File: config.mk
export PLATFORM = sky130hd
export DESIGN_NAME = generator
export DESIGN_NICKNAME = d
export VERILOG_FILES = /design/src/rtl/generator.sv
export SDC_FILE = /design/constraint.sdc
export NUM_CORES = 1
export LEC_CHECK = 0
export CELL_PAD_IN_SITES_DETAIL_PLACEMENT = 1
export CELL_PAD_IN_SITES_GLOBAL_PLACEMENT = 1
export CORE_ASPECT_RATIO = 1.5
export CORE_MARGIN = 5
export CORE_UTILIZATION = 45
export CTS_BUF_LIST = sky130_fd_sc_hd__clkbuf_8 sky130_fd_sc_hd__clkbuf_16
export DETAILED_ROUTE_END_ITERATION = 10
export PLACE_DENSITY = 0.81
export SLEW_MARGIN = 10
export SYNTH_ARGS = -nofsm -noshare
export SYNTH_HDL_FRONTEND = slang
export SYNTH_SLANG_ARGS = --single-unit
File: constraint.sdc
create_clock -name _clock -period 10.1 [get_ports _clock]
set_clock_uncertainty 0.15 [all_clocks]
set_input_delay 3.03 -clock _clock [delete_from_list [all_inputs] [get_ports _clock]]
set_output_delay 3.03 -clock _clock [all_outputs]
set_load 0.02 [all_outputs]
File: src/rtl/generator.sv
// Midpoint-circle point generator: after a start request, emits the eight
// symmetric points of each octant step, one point per clock, then reports done.
module generator (
  input  logic               _clock,
  input  logic               _reset_n,
  input  logic               _start,
  input  logic signed [31:0] s_x,
  input  logic signed [31:0] s_y,
  input  logic signed [31:0] height,
  output logic signed [31:0] _out0,
  output logic signed [31:0] _out1,
  output logic               _valid,
  output logic               _done
);

  typedef enum logic [1:0] {
    IDLE = 2'd0,
    RUN  = 2'd1,
    DONE = 2'd2
  } state_t;

  state_t state, state_nxt;

  logic signed [31:0] sx, sy, x, y, d;
  logic        [2:0]  k;

  logic signed [31:0] off_a, off_b, pt_x, pt_y;
  logic signed [31:0] x_inc, y_dec;
  logic               loop_go;

  // The group index k selects a swap of x/y (bit 2) and the sign on each axis.
  always_comb begin
    off_a   = k[2] ? y : x;
    off_b   = k[2] ? x : y;
    pt_x    = k[1] ? (sx - off_a) : (sx + off_a);
    pt_y    = k[0] ? (sy - off_b) : (sy + off_b);
    x_inc   = x + 32'sd1;
    y_dec   = y - 32'sd1;
    loop_go = (y >= x);
  end

  always_comb begin
    state_nxt = state;
    case (state)
      IDLE, DONE: if (_start) state_nxt = RUN;
      RUN:        if ((k == 3'd7) && !loop_go) state_nxt = DONE;
      default:    state_nxt = IDLE;
    endcase
  end

  always_ff @(posedge _clock or negedge _reset_n) begin
    if (!_reset_n) state <= IDLE;
    else           state <= state_nxt;
  end

  always_ff @(posedge _clock or negedge _reset_n) begin
    if (!_reset_n) begin
      sx     <= '0;
      sy     <= '0;
      x      <= '0;
      y      <= '0;
      d      <= '0;
      k      <= '0;
      _out0  <= '0;
      _out1  <= '0;
      _valid <= 1'b0;
      _done  <= 1'b0;
    end else begin
      case (state)
        IDLE, DONE: begin
          _valid <= 1'b0;
          if (_start) begin
            sx    <= s_x;
            sy    <= s_y;
            x     <= '0;
            y     <= height;
            d     <= 32'sd3 - (height <<< 1);
            k     <= '0;
            _done <= 1'b0;
          end else begin
            _done <= (state == DONE);
          end
        end
        RUN: begin
          _out0  <= pt_x;
          _out1  <= pt_y;
          _valid <= 1'b1;
          k      <= k + 3'd1;
          // Advance the octant walk only after the eighth point of a group.
          if ((k == 3'd7) && loop_go) begin
            x <= x_inc;
            if (d > 32'sd0) begin
              y <= y_dec;
              d <= d + ((x_inc - y_dec) <<< 2) + 32'sd10;
            end else begin
              d <= d + (x_inc <<< 2) + 32'sd6;
            end
          end
        end
        default: _valid <= 1'b0;
      endcase
    end
  end

endmodule

# After elaboration in Yosys (flattened, before gate mapping)
# Index checks and enable logic that the tools add are counted.
# word_totals
latchBits,0
romBits,0
inputBits,99
mem_bits_rw,0
mem_count,0
reg_bits,231
# classes
add_sub_neg,13
bitwise_logic,0
n_reduce_logical,11
n_mux,22
multipliers,0
n_eq_ne,7
n_div,0
n_lt_le_gt_ge,2
shifts,0
# op_table
operator,count
$mux W32,12
$pmux W32 S2,3
$add A32 B32 Y32,4
$sub A32 B32 Y32,2
$add A32 B2 Y32 const B,1
$add A32 B4 Y32 const B,1
$add A32 B5 Y32 const B,1
$ge A32 B32 Y1,1
$gt A32 B1 Y1 const B,1
$sub A3 B32 Y32 const A,1
$sub A32 B2 Y32 const B,1
$sub A30 B30 Y30,1
$ne A2 B2 Y1 const B,4
$pmux W3 S2,1
$reduce_and A2 Y1,3
$mux W2,2
$pmux W2 S2,1
$reduce_and A4 Y1,1
$add A3 B1 Y3 const B,1
$eq A3 B3 Y1 const B,1
$mux W3,1
$reduce_and A3 Y1,1
$eq A2 B1 Y1 const B,1
$eq A2 B2 Y1 const B,1
6 further kinds,8

# Logic depth before layout (Yosys ltp)
# Gate-level depths: netlist of the first run.
# logic_depth
ltp_word,7
depth_mapped,28

# Least setup slack after synthesis of the first run
# OpenSTA, ideal clock, no wires.
# synth_path
path_kind,register to register
startpoint,reg k[2]
endpoint,reg _out0[30]
stages_incl_launch_ff,27
required_ns,9.817
t_arrival_ns,5.740
path_slack_ns,4.077
period_less_slack_ns,6.023
cell_sequence,dfrtp_1 buf_2 buf_2 buf_2 buf_2 buf_1 buf_2 clkbuf_1 mux2i_1 ha_1 a21boi_0 o21ai_0 nor4_1 nor2b_1 a21oi_1 xor2_1 ha_1 and2_1 and3_1 a21oi_1 a41o_1 a41oi_1 a211oi_1 a211oi_1 o31ai_1 xor2_1 o21ai_0
# synth_between
elab_chain_len,3
word_cells_on_any_way,4
classes_between,add/sub: 2; mux: 2
# synth_rtl
element,line,rtl
from (decl),25,logic [2:0] k;
from (signal assigned),88,k <= k + 3'd1;
$mux W32 *,33,off_a = k[2] ? y : x;
$add A32 B32 Y32 or $sub A32 B32 Y32 (tied branches),35,pt_x = k[1] ? (sx - off_a) : (sx + off_a);
$mux W32 *,35,
to (signal assigned),85,_out0 <= pt_x;
to (decl),10,"output logic signed [31:0] _out0,"
# Every way passes the cells marked *; elsewhere a longest branch is shown, timed or not.
# A chain may end at the register's enable or synchronous reset.

# Worst setup path in the final report of the first run
# layout_path
startpoint,reg x[0]
endpoint,reg d[29]
# layout_between
elab_chain_len,7
word_cells_on_any_way,13
classes_between,add/sub: 6; order compare: 1; eq/ne: 1; mux: 3; reduce/logical: 2
# layout_rtl
element,line,rtl
from (decl),24,"logic signed [31:0] sx, sy, x, y, d;"
from (signal assigned),91,x <= x_inc;
$add A32 B2 Y32,37,x_inc = x + 32'sd1;
$sub A30 B30 Y30,94,d <= d + ((x_inc - y_dec) <<< 2) + 32'sd10;
$add A32 B32 Y32,94,
$add A32 B5 Y32,94,
$mux W32,92,if (d > 32'sd0) begin
$mux W32,90,if ((k == 3'd7) && loop_go) begin
$pmux W32 S2,69,case (state)
to (signal assigned),77,d <= 32'sd3 - (height <<< 1);
to (signal assigned),94,
to (signal assigned),96,d <= d + (x_inc <<< 2) + 32'sd6;
to (decl),24,
# Parallel ways exist; a longest one is shown, timed or not. The select of a mux whose other input is x is not followed.

==> flow_summary.yaml, run 1 <==
flow_run:
  max-cap-violations: 0
synth:
  synth_compound_area_frac: 0.210
  synth_simple_gate_area_share: 0.211
  syn_area_per_cell_um2: 7.92
  synth_top_family_by_area: "simple AND/OR/NAND/NOR gates"
  syn_nets: 3177
  seq_area_frac_synth: 0.258
  synth.distinct_cells: 85
  synth_ff_type: "dfrtp_1"
  synth-edff-count: 0
  yosys.area_share.adder: 0.141
  ys_warn_count: 0
  netlist_area_um2: 22400
  synth_cells: 2828
  ys_seq_elements: 231
  yosys-mux-area-fraction: 0.0371
  synth-xor-area-share: 0.101
  synthArstFlopShare: 1.00
sta:
  hold_ws_ps: 323
  slew_headroom: 0.133
  setup_slack_ps: 3310
  worst_pin_slew_ps: 1300
  rsz0062_at_grt: "false"
  period_share: 0.673
  max_freq_mhz: 147
  setup_viol: 0
  hold_viol_final: 0
  setup-tns-final_ps: 0
  final_max_slew_viol_count: 0
  finalCriticalPeriod_ps: 6790
worst_setup_path:
  slowest_delay_ps: 570
  critPathBufInv: 0
  critPathSlowestCell: "dfrtp_1"
  cp.required_ps: 10440
  start_kind: "register"
  end_kind: "register"
  cp_top_family: "compound AO/OA/AOI/OAI gates"
  path_cells: "ha_1 -> nand4_1 -> nor2_1 -> nand2_1 -> xnor2_1 -> ha_1 -> a21o_1 -> a21o_1 -> a21o_1 -> a21oi_1 -> a21boi_1 -> o31ai_1 -> a21oi_1 -> o21a_1 -> o311ai_0 -> ha_1 -> ha_1 -> nand3_1 -> nor2_1 -> a21boi_0 -> o211ai_1 -> a211o_1 -> a21o_1 -> a41oi_1"
  arrival_ps: 7140
  critPathKind: "register to register"
  cp_max_fo: 10
floorplanning:
  initial_utilization: 0.453
  num_rows: 100
  dieArea_um2: 54400
  die_x_um: 192
  dieHeight_um: 283
  io_pins: 165
  core-area_um2: 49400
placed_design:
  preCtsSetupSlack_ps: 3410
  gp_congestion: 0.942
  port_buffers: 164
  dp.cells: 3530
  place_hpwl_um: 61200
status:
  outcome: "finished clean"
clock_network:
  clock_path_buffers: 3
  post-cts-setup-buffers: 0
  numClockSinks: 231
  ctsResizeCount: 0
  cts_tree: "built"
  cts_max_level: 1
  root_buffer: "clkbuf_16"
  clock_latency_ps: 570
  hold_buffers: 0
  cts_buffers: 27
  clk_pin_slew_worst_paths_ps: 70
layout:
  final_nets: 3245
  layout_commonest_cell: "nand2_1"
  layout-drive-gt1-share: 0.0446
  fill_cells: 6063
  fin_cells: 3579
  final_cell_mix: "nand2_1 (440), ha_1 (245), a21oi_1 (231)"
  multi_input_area_um2: 15700
  area_growth_pct: 13.5
  register_area_um2: 5780
  n_antenna_cell: 0
grt:
  use_met1: 0.336
  grt_pass1_vias: 23000
  antenna_found_initial: 0
  grt_overflow: 0
  grt_pass1_wl_um: 125000
  grt-busiest-layer: "met2"
  grt_max_degree: 102
  track_usage: 0.282
  grt_use_met3: 0.0207
  grt_use_met2: 0.514
detailed_routing:
  routed_wl_um: 79100
  drtAntennaViolNets: 0
  vias_per_cell: 6.00
  drcViolationCount: 0
  drtPass1Iterations: 5
  vias: 21500
  wl_per_cell_um: 22.1
  drt_iter0_drc: 1164
worst_hold_path:
  holdCritPathClass: "register to register"
final cells by class:
class,count,share of cell area
clock buffers,30,0.0282
clock inverters,19,0.00886
inverters,87,0.0128
multi-input cells,2364,0.619
flip-flops and latches,231,0.228
well taps,663,0.0326
repair buffers,185,0.0710
metrics by stage:
step                 util  cell area, um2
finish              0.514           25400
global route        0.514           25400
CTS                 0.514           25400
detailed placement  0.495           24500
global placement    0.495           24500
floorplan               -           22400
sequential cells by signal, indices dropped and copies added (netlist names):
signal  flops
y          32
k           3
_done       1
d          32
_valid      1
state       2
sx         32
x          32
sy         32
_out0      32
_out1      32
layer usage:
metal / up-vias / wire length, um
met5: - / 0
met4: 0 / 3960
met3: 180 / 2600
met2: 486 / 40400
met1: 10600 / 32100
li1: 10200 / -
worst reg2reg max path: cells and delay by family (launching register included):
kind / cells / cell delay [ps]
compound gates: 14 / 3320
xor+xnor: 1 / 380
fa+ha+maj: 4 / 1380
flops: 1 / 570
simple gates: 5 / 920
cell families after synthesis:
kind of cell | count (synthesis)
AND/OR/NAND/NOR | 1017
AO/OA/AOI/OAI | 761
XOR/XNOR | 256
adder cells (fa/ha/maj) | 250
buffers and inverters | 233
flip-flops | 231
multiplexers | 80
path summary, 6_finish.rpt:
| path | cells past startpoint | to | from | slack (ps) |
|---|---|---|---|---|
| worst max-delay path | 24 | d[29] | x[0] | 3310 |
| worst min-delay path | 2 | _out0[1] | _out0[1] | 320 |
| worst max register to register | 24 | d[29] | x[0] | 3310 |
| worst min register to register | 2 | _out0[1] | _out0[1] | 320 |
| max in group asynchronous | 2 | k[2] | _reset_n | 5800 |
| min in group asynchronous | 1 | _out0[25] | _reset_n | 2310 |
cell usage after synthesis (all sizes together), types with 9 or more instances:
cell type | count | share of area
xnor2 | 135 | 0.053
or4 | 9 | 0.0034
inv | 86 | 0.014
or2 | 15 | 0.0042
ha | 245 | 0.14
nor2 | 203 | 0.034
o31ai | 28 | 0.0096
and3 | 25 | 0.0070
nand4 | 29 | 0.0084
nand2 | 440 | 0.074
o21bai | 12 | 0.0040
and2 | 19 | 0.0053
o21ai | 198 | 0.044
mux2 | 20 | 0.010
nor3 | 82 | 0.019
a31oi | 39 | 0.011
nor3b | 11 | 0.0037
dfrtp | 231 | 0.26
a211oi | 28 | 0.0096
nand2b | 38 | 0.011
a21o | 75 | 0.025
nor2b | 26 | 0.0073
mux2i | 60 | 0.027
nand3 | 53 | 0.012
o211ai | 25 | 0.0084
a21oi | 231 | 0.052
buf | 46 | 0.0097
nor4 | 21 | 0.0075
o21a | 33 | 0.011
or3 | 31 | 0.0087
a21boi | 11 | 0.0037
clkbuf | 100 | 0.017
xor2 | 121 | 0.047
Power of run 1 is left out: the tool's default activity adds up to more than one toggle a clock period on the data nets, which glitch-free logic cannot reach.
==> run 2: changes to the inputs <==
- CORE_UTILIZATION: 45 -> 41
- PLACE_DENSITY: 0.81 -> 0.78
- clock period: 10.1 -> 5.7 ns (I/O delays scaled with it)
==> run 2 against run 1 <==
The run now ends with setup timing left; global-route usage is 1.4 points lower; flip-flop and latch count stayed put; wire length is 6.5% higher; sequential share of layout area is 2.0 points lower; clock-buffer cell count is 3 higher; first-iteration DRC count is 3.4% higher; utilization is 0.22 points lower; design area is 9.6% higher; die area is 9.3% higher; via count is 4.9% higher; maximum frequency is 15% higher; critical path depth is 1 lower; largest cell class unchanged; highest routed layer unchanged.
==> flow_summary.yaml, run 2 (synthesis gave the netlist of run 1 again) <==
status:
  outcome: "finished, violations left"
  violations: "setup timing"
detailed_routing:
  drtPass1Iterations: 5
  drcViolationCount: 0
  vias: 22500
  drtAntennaViolNets: 0
  drt_iter0_drc: 1203
  wl_per_cell_um: 21.9
  vias_per_cell: 5.85
  routed_wl_um: 84200
placed_design:
  gp_congestion: 0.938
  place_hpwl_um: 64200
  port_buffers: 164
worst_setup_path:
  critPathKind: "register to register"
  cp_max_fo: 4
  end_kind: "register"
  cp.required_ps: 5980
  start_kind: "register"
  arrival_ps: 6180
sta:
  setup_slack_ps: -201
  final_max_slew_viol_count: 0
  setup_viol: 3
  max_freq_mhz: 169
  period_share: 1.04
  hold_viol_final: 0
  finalCriticalPeriod_ps: 5900
  slew_headroom: 0.321
  worst_pin_slew_ps: 1020
  rsz0062_at_grt: "true"
  setup-tns-final_ps: -351
grt:
  grt_pass1_vias: 24000
  grt_overflow: 0
  grt_max_degree: 123
  grt_pass1_wl_um: 131000
  antenna_found_initial: 0
  track_usage: 0.268
floorplanning:
  die_x_um: 201
  core-area_um2: 54400
  num_rows: 105
  initial_utilization: 0.412
  io_pins: 165
  dieHeight_um: 296
  dieArea_um2: 59500
clock_network:
  numClockSinks: 231
  cts_buffers: 27
  clock_path_buffers: 3
  clock_latency_ps: 580
  cts_tree: "built"
  clk_pin_slew_worst_paths_ps: 60
  cts_max_level: 1
  hold_buffers: 0
  root_buffer: "clkbuf_16"
flow_run:
  max-cap-violations: 0
layout:
  fill_cells: 6538
  final_nets: 3481
  layout-drive-gt1-share: 0.148
  layout_commonest_cell: "nand2_1"
  area_growth_pct: 24.4
  n_antenna_cell: 0
  final_cell_mix: "nand2_1 (438), buf_4 (253), ha_1 (235)"
worst_hold_path:
  holdCritPathClass: "register to register"
## run 2: cell types whose count changed in the layout (fill, tap and decap cells not counted), sizes merged
cell      previous run  this run
clkinv               5         7
inv                 93        91
clkbuf              30        33
buf                 22       258
clkinvlp             3         0
## run 2: critical path: stages, from the launching register on
cell and delay [ps]:
dfrtp_1 440, nand4_1 220, or3_4 470, xnor2_2 200
ha_1 290, a21o_1 200, a21o_1 160, a21o_1 170
a21o_1 170, a21oi_2 190, a21boi_2 90, buf_4 150
o311a_4 390, o31a_1 340, o41ai_2 320, xnor2_1 170
ha_2 230, xnor2_2 90, xnor2_2 260, xnor2_2 110
or4_4 460, and4_1 200, mux2i_1 160, a41oi_1 130
## run 2: repair_timing
item | CTS | global route
endpoints found under the hold margin | 0 | 0
endpoints found under the setup margin | 10 | 26
buffers inserted | 3 | 13
pin swaps | 11 | 39
resized for setup | 38 | 85
## run 2: worst paths after layout
path,from,endpoint,cells after the start,slack (ps)
max,x[0],d[31],23,-200
min,d[0],d[0],1,330
max reg2reg,x[0],d[31],23,-200
min reg2reg,d[0],d[0],1,330
max in group asynchronous,_reset_n,y[0],2,3370
min in group asynchronous,_reset_n,d[5],1,950
## run 2: routing by layer
layer | track usage | part of all wire | vias up | wire length [um]
met3 | 0.0217 | 0.029 | 198 | 2420
met5 | 0 | 0 | - | 0
li1 | - | - | 10700 | -
met1 | 0.308 | 0.41 | 11200 | 34100
met2 | 0.510 | 0.52 | 471 | 43400
met4 | 0.116 | 0.050 | 0 | 4240
## run 2: cell type report
class	instances	area (um2)	share of cell area
multi-input combinational	2364	16300	0.584
sequential	231	5790	0.208
timing repair buffer	421	3630	0.130
tap	695	870	0.0312
clock buffer	33	758	0.0272
inverter	87	327	0.0117
clock inverter	16	215	0.00773
## run 2: through the flow
stage	cell area [um2]	instances	hold WS (ps)	utilization	setup WS (ps)
after detailed placement	26200	3782	316	0.482	-457
after floorplan	22400	2828	285	-	22.8
final	27900	3847	329	0.512	-201
after global placement	26200	3782	308	0.482	-237
after global routing	27900	3847	356	0.512	-382
after CTS	27400	3834	332	0.503	31.0
Power of run 2 is left out for the same reason.
==> run 3: changes to the inputs <==
- CORE_UTILIZATION: 41 -> 45
- PLACE_DENSITY: 0.78 -> 0.81
- clock period: 5.7 -> 6.8 ns (I/O delays scaled with it)
==> run 3 against run 2 <==
The run now ends clean; hold slack worse by 0.62 ps; utilization is 0.92 points higher; global-route usage is 1.1 points higher; via count is 5.2% lower; flip-flop and latch count stayed put; die area is 8.5% lower; register-to-register slack better by 550 ps; largest cell class unchanged.
==> flow_summary.yaml, run 3 (synthesis gave the netlist of run 1 again) <==
layout:
  layout_commonest_cell: "nand2_1"
  layout-drive-gt1-share: 0.0564
  area_growth_pct: 15.1
  fill_cells: 6016
  n_antenna_cell: 0
  final_nets: 3271
  final_area_um2: 25800
  final_cell_mix: "nand2_1 (440), ha_1 (245), a21oi_1 (230)"
sta:
  max_freq_mhz: 155
  slew_headroom: 0.188
  setup_viol: 0
  period_share: 0.949
  hold_viol_final: 0
  finalCriticalPeriod_ps: 6450
  final_max_slew_viol_count: 0
  setup_slack_ps: 347
  worst_pin_slew_ps: 1220
  setup-tns-final_ps: 0
  hold_ws_ps: 329
placed_design:
  port_buffers: 164
  place_hpwl_um: 60600
  place_area_um2: 24700
  preCtsSetupSlack_ps: 101
  gp_congestion: 0.921
detailed_routing:
  drtPass1Iterations: 5
  vias: 21400
  drt_iter0_drc: 982
  drcViolationCount: 0
  drtAntennaViolNets: 0
  routed_wl_um: 78500
  vias_per_cell: 5.92
  wl_per_cell_um: 21.8
clock_network:
  clock_path_buffers: 3
  clock_latency_ps: 570
  cts_tree: "built"
  root_buffer: "clkbuf_16"
  hold_buffers: 0
  cts_buffers: 28
  cts_max_level: 1
  numClockSinks: 231
  clk_pin_slew_worst_paths_ps: 70
grt:
  track_usage: 0.279
  grt_pass1_wl_um: 123000
  grt_pass1_vias: 23100
  antenna_found_initial: 0
  grt_overflow: 0
  grt_max_degree: 146
worst_setup_path:
  cp_max_fo: 8
  worstSetupStartpoint: "y[2]"
  end_kind: "register"
  critPathSlowestCell: "o41ai_1"
  critPathBufInv: 1
  crit-reg2reg-launch: "y[2]"
  critPathKind: "register to register"
  slowest_delay_ps: 510
  crit_path_frequent_cell: "xnor2_1"
  cp.required_ps: 7060
  arrival_ps: 6720
  start_kind: "register"
  cp_top_family: "simple AND/OR/NAND/NOR gates"
floorplanning:
  dieArea_um2: 54400
  dieHeight_um: 283
  initial_utilization: 0.453
  core-area_um2: 49400
  num_rows: 100
  io_pins: 165
  die_x_um: 192
flow_run:
  max-cap-violations: 0
worst_hold_path:
  worstHoldStart: "_out1[1]"
  holdCritPathClass: "register to register"
status:
  outcome: "finished clean"
run 3: layout make-up:
type | instances | area (um2) | share of cell area
clock buffers | 32 | 767 | 0.0298
clock inverters | 19 | 289 | 0.0112
inverters | 87 | 327 | 0.0127
multi-input cells | 2364 | 15700 | 0.611
flip-flops and latches | 231 | 5790 | 0.225
well taps | 663 | 830 | 0.0322
repair buffers | 210 | 2020 | 0.0783
run 3: worst paths after layout:
| path | slack (ps) | depth (start not counted) | endpoint |
|---|---|---|---|
| max | 350 | 25 | d[31] |
| min | 330 | 2 | _out1[1] |
| max reg2reg | 350 | 25 | d[31] |
| min reg2reg | 330 | 2 | _out1[1] |
| max in group asynchronous | 4060 | 2 | d[6] |
| min in group asynchronous | 1140 | 1 | sx[29] |
run 3: per-stage QoR:
step,utilization,cells
after global routing,0.521,3606
after detailed placement,0.499,3554
after global placement,0.499,3554
after CTS,0.521,3605
final,0.521,3606
after floorplan,-,2828
run 3: repair_timing:
action	4_1_cts	5_1_grt
endpoints found under the setup margin	0	6
setup buffers	0	1
resized for setup	0	8
run 3: per-layer routing:
metal,share of wire,global-route usage,vias to the layer above
met1,0.41,0.329,10600
met2,0.52,0.520,424
met4,0.041,0.106,0
met3,0.028,0.0213,140
met5,0,0,-
li1,-,-,10200
run 3: worst register-to-register path, delay by kind of cell (launching register included):
family / cells / cell delay [ps]
simple gates: 8 / 2130
mux: 1 / 140
flops: 1 / 490
compound gates: 8 / 1750
fa+ha+maj: 2 / 570
xor+xnor: 5 / 880
buf+inv: 1 / 180
Power of run 3 is left out for the same reason.
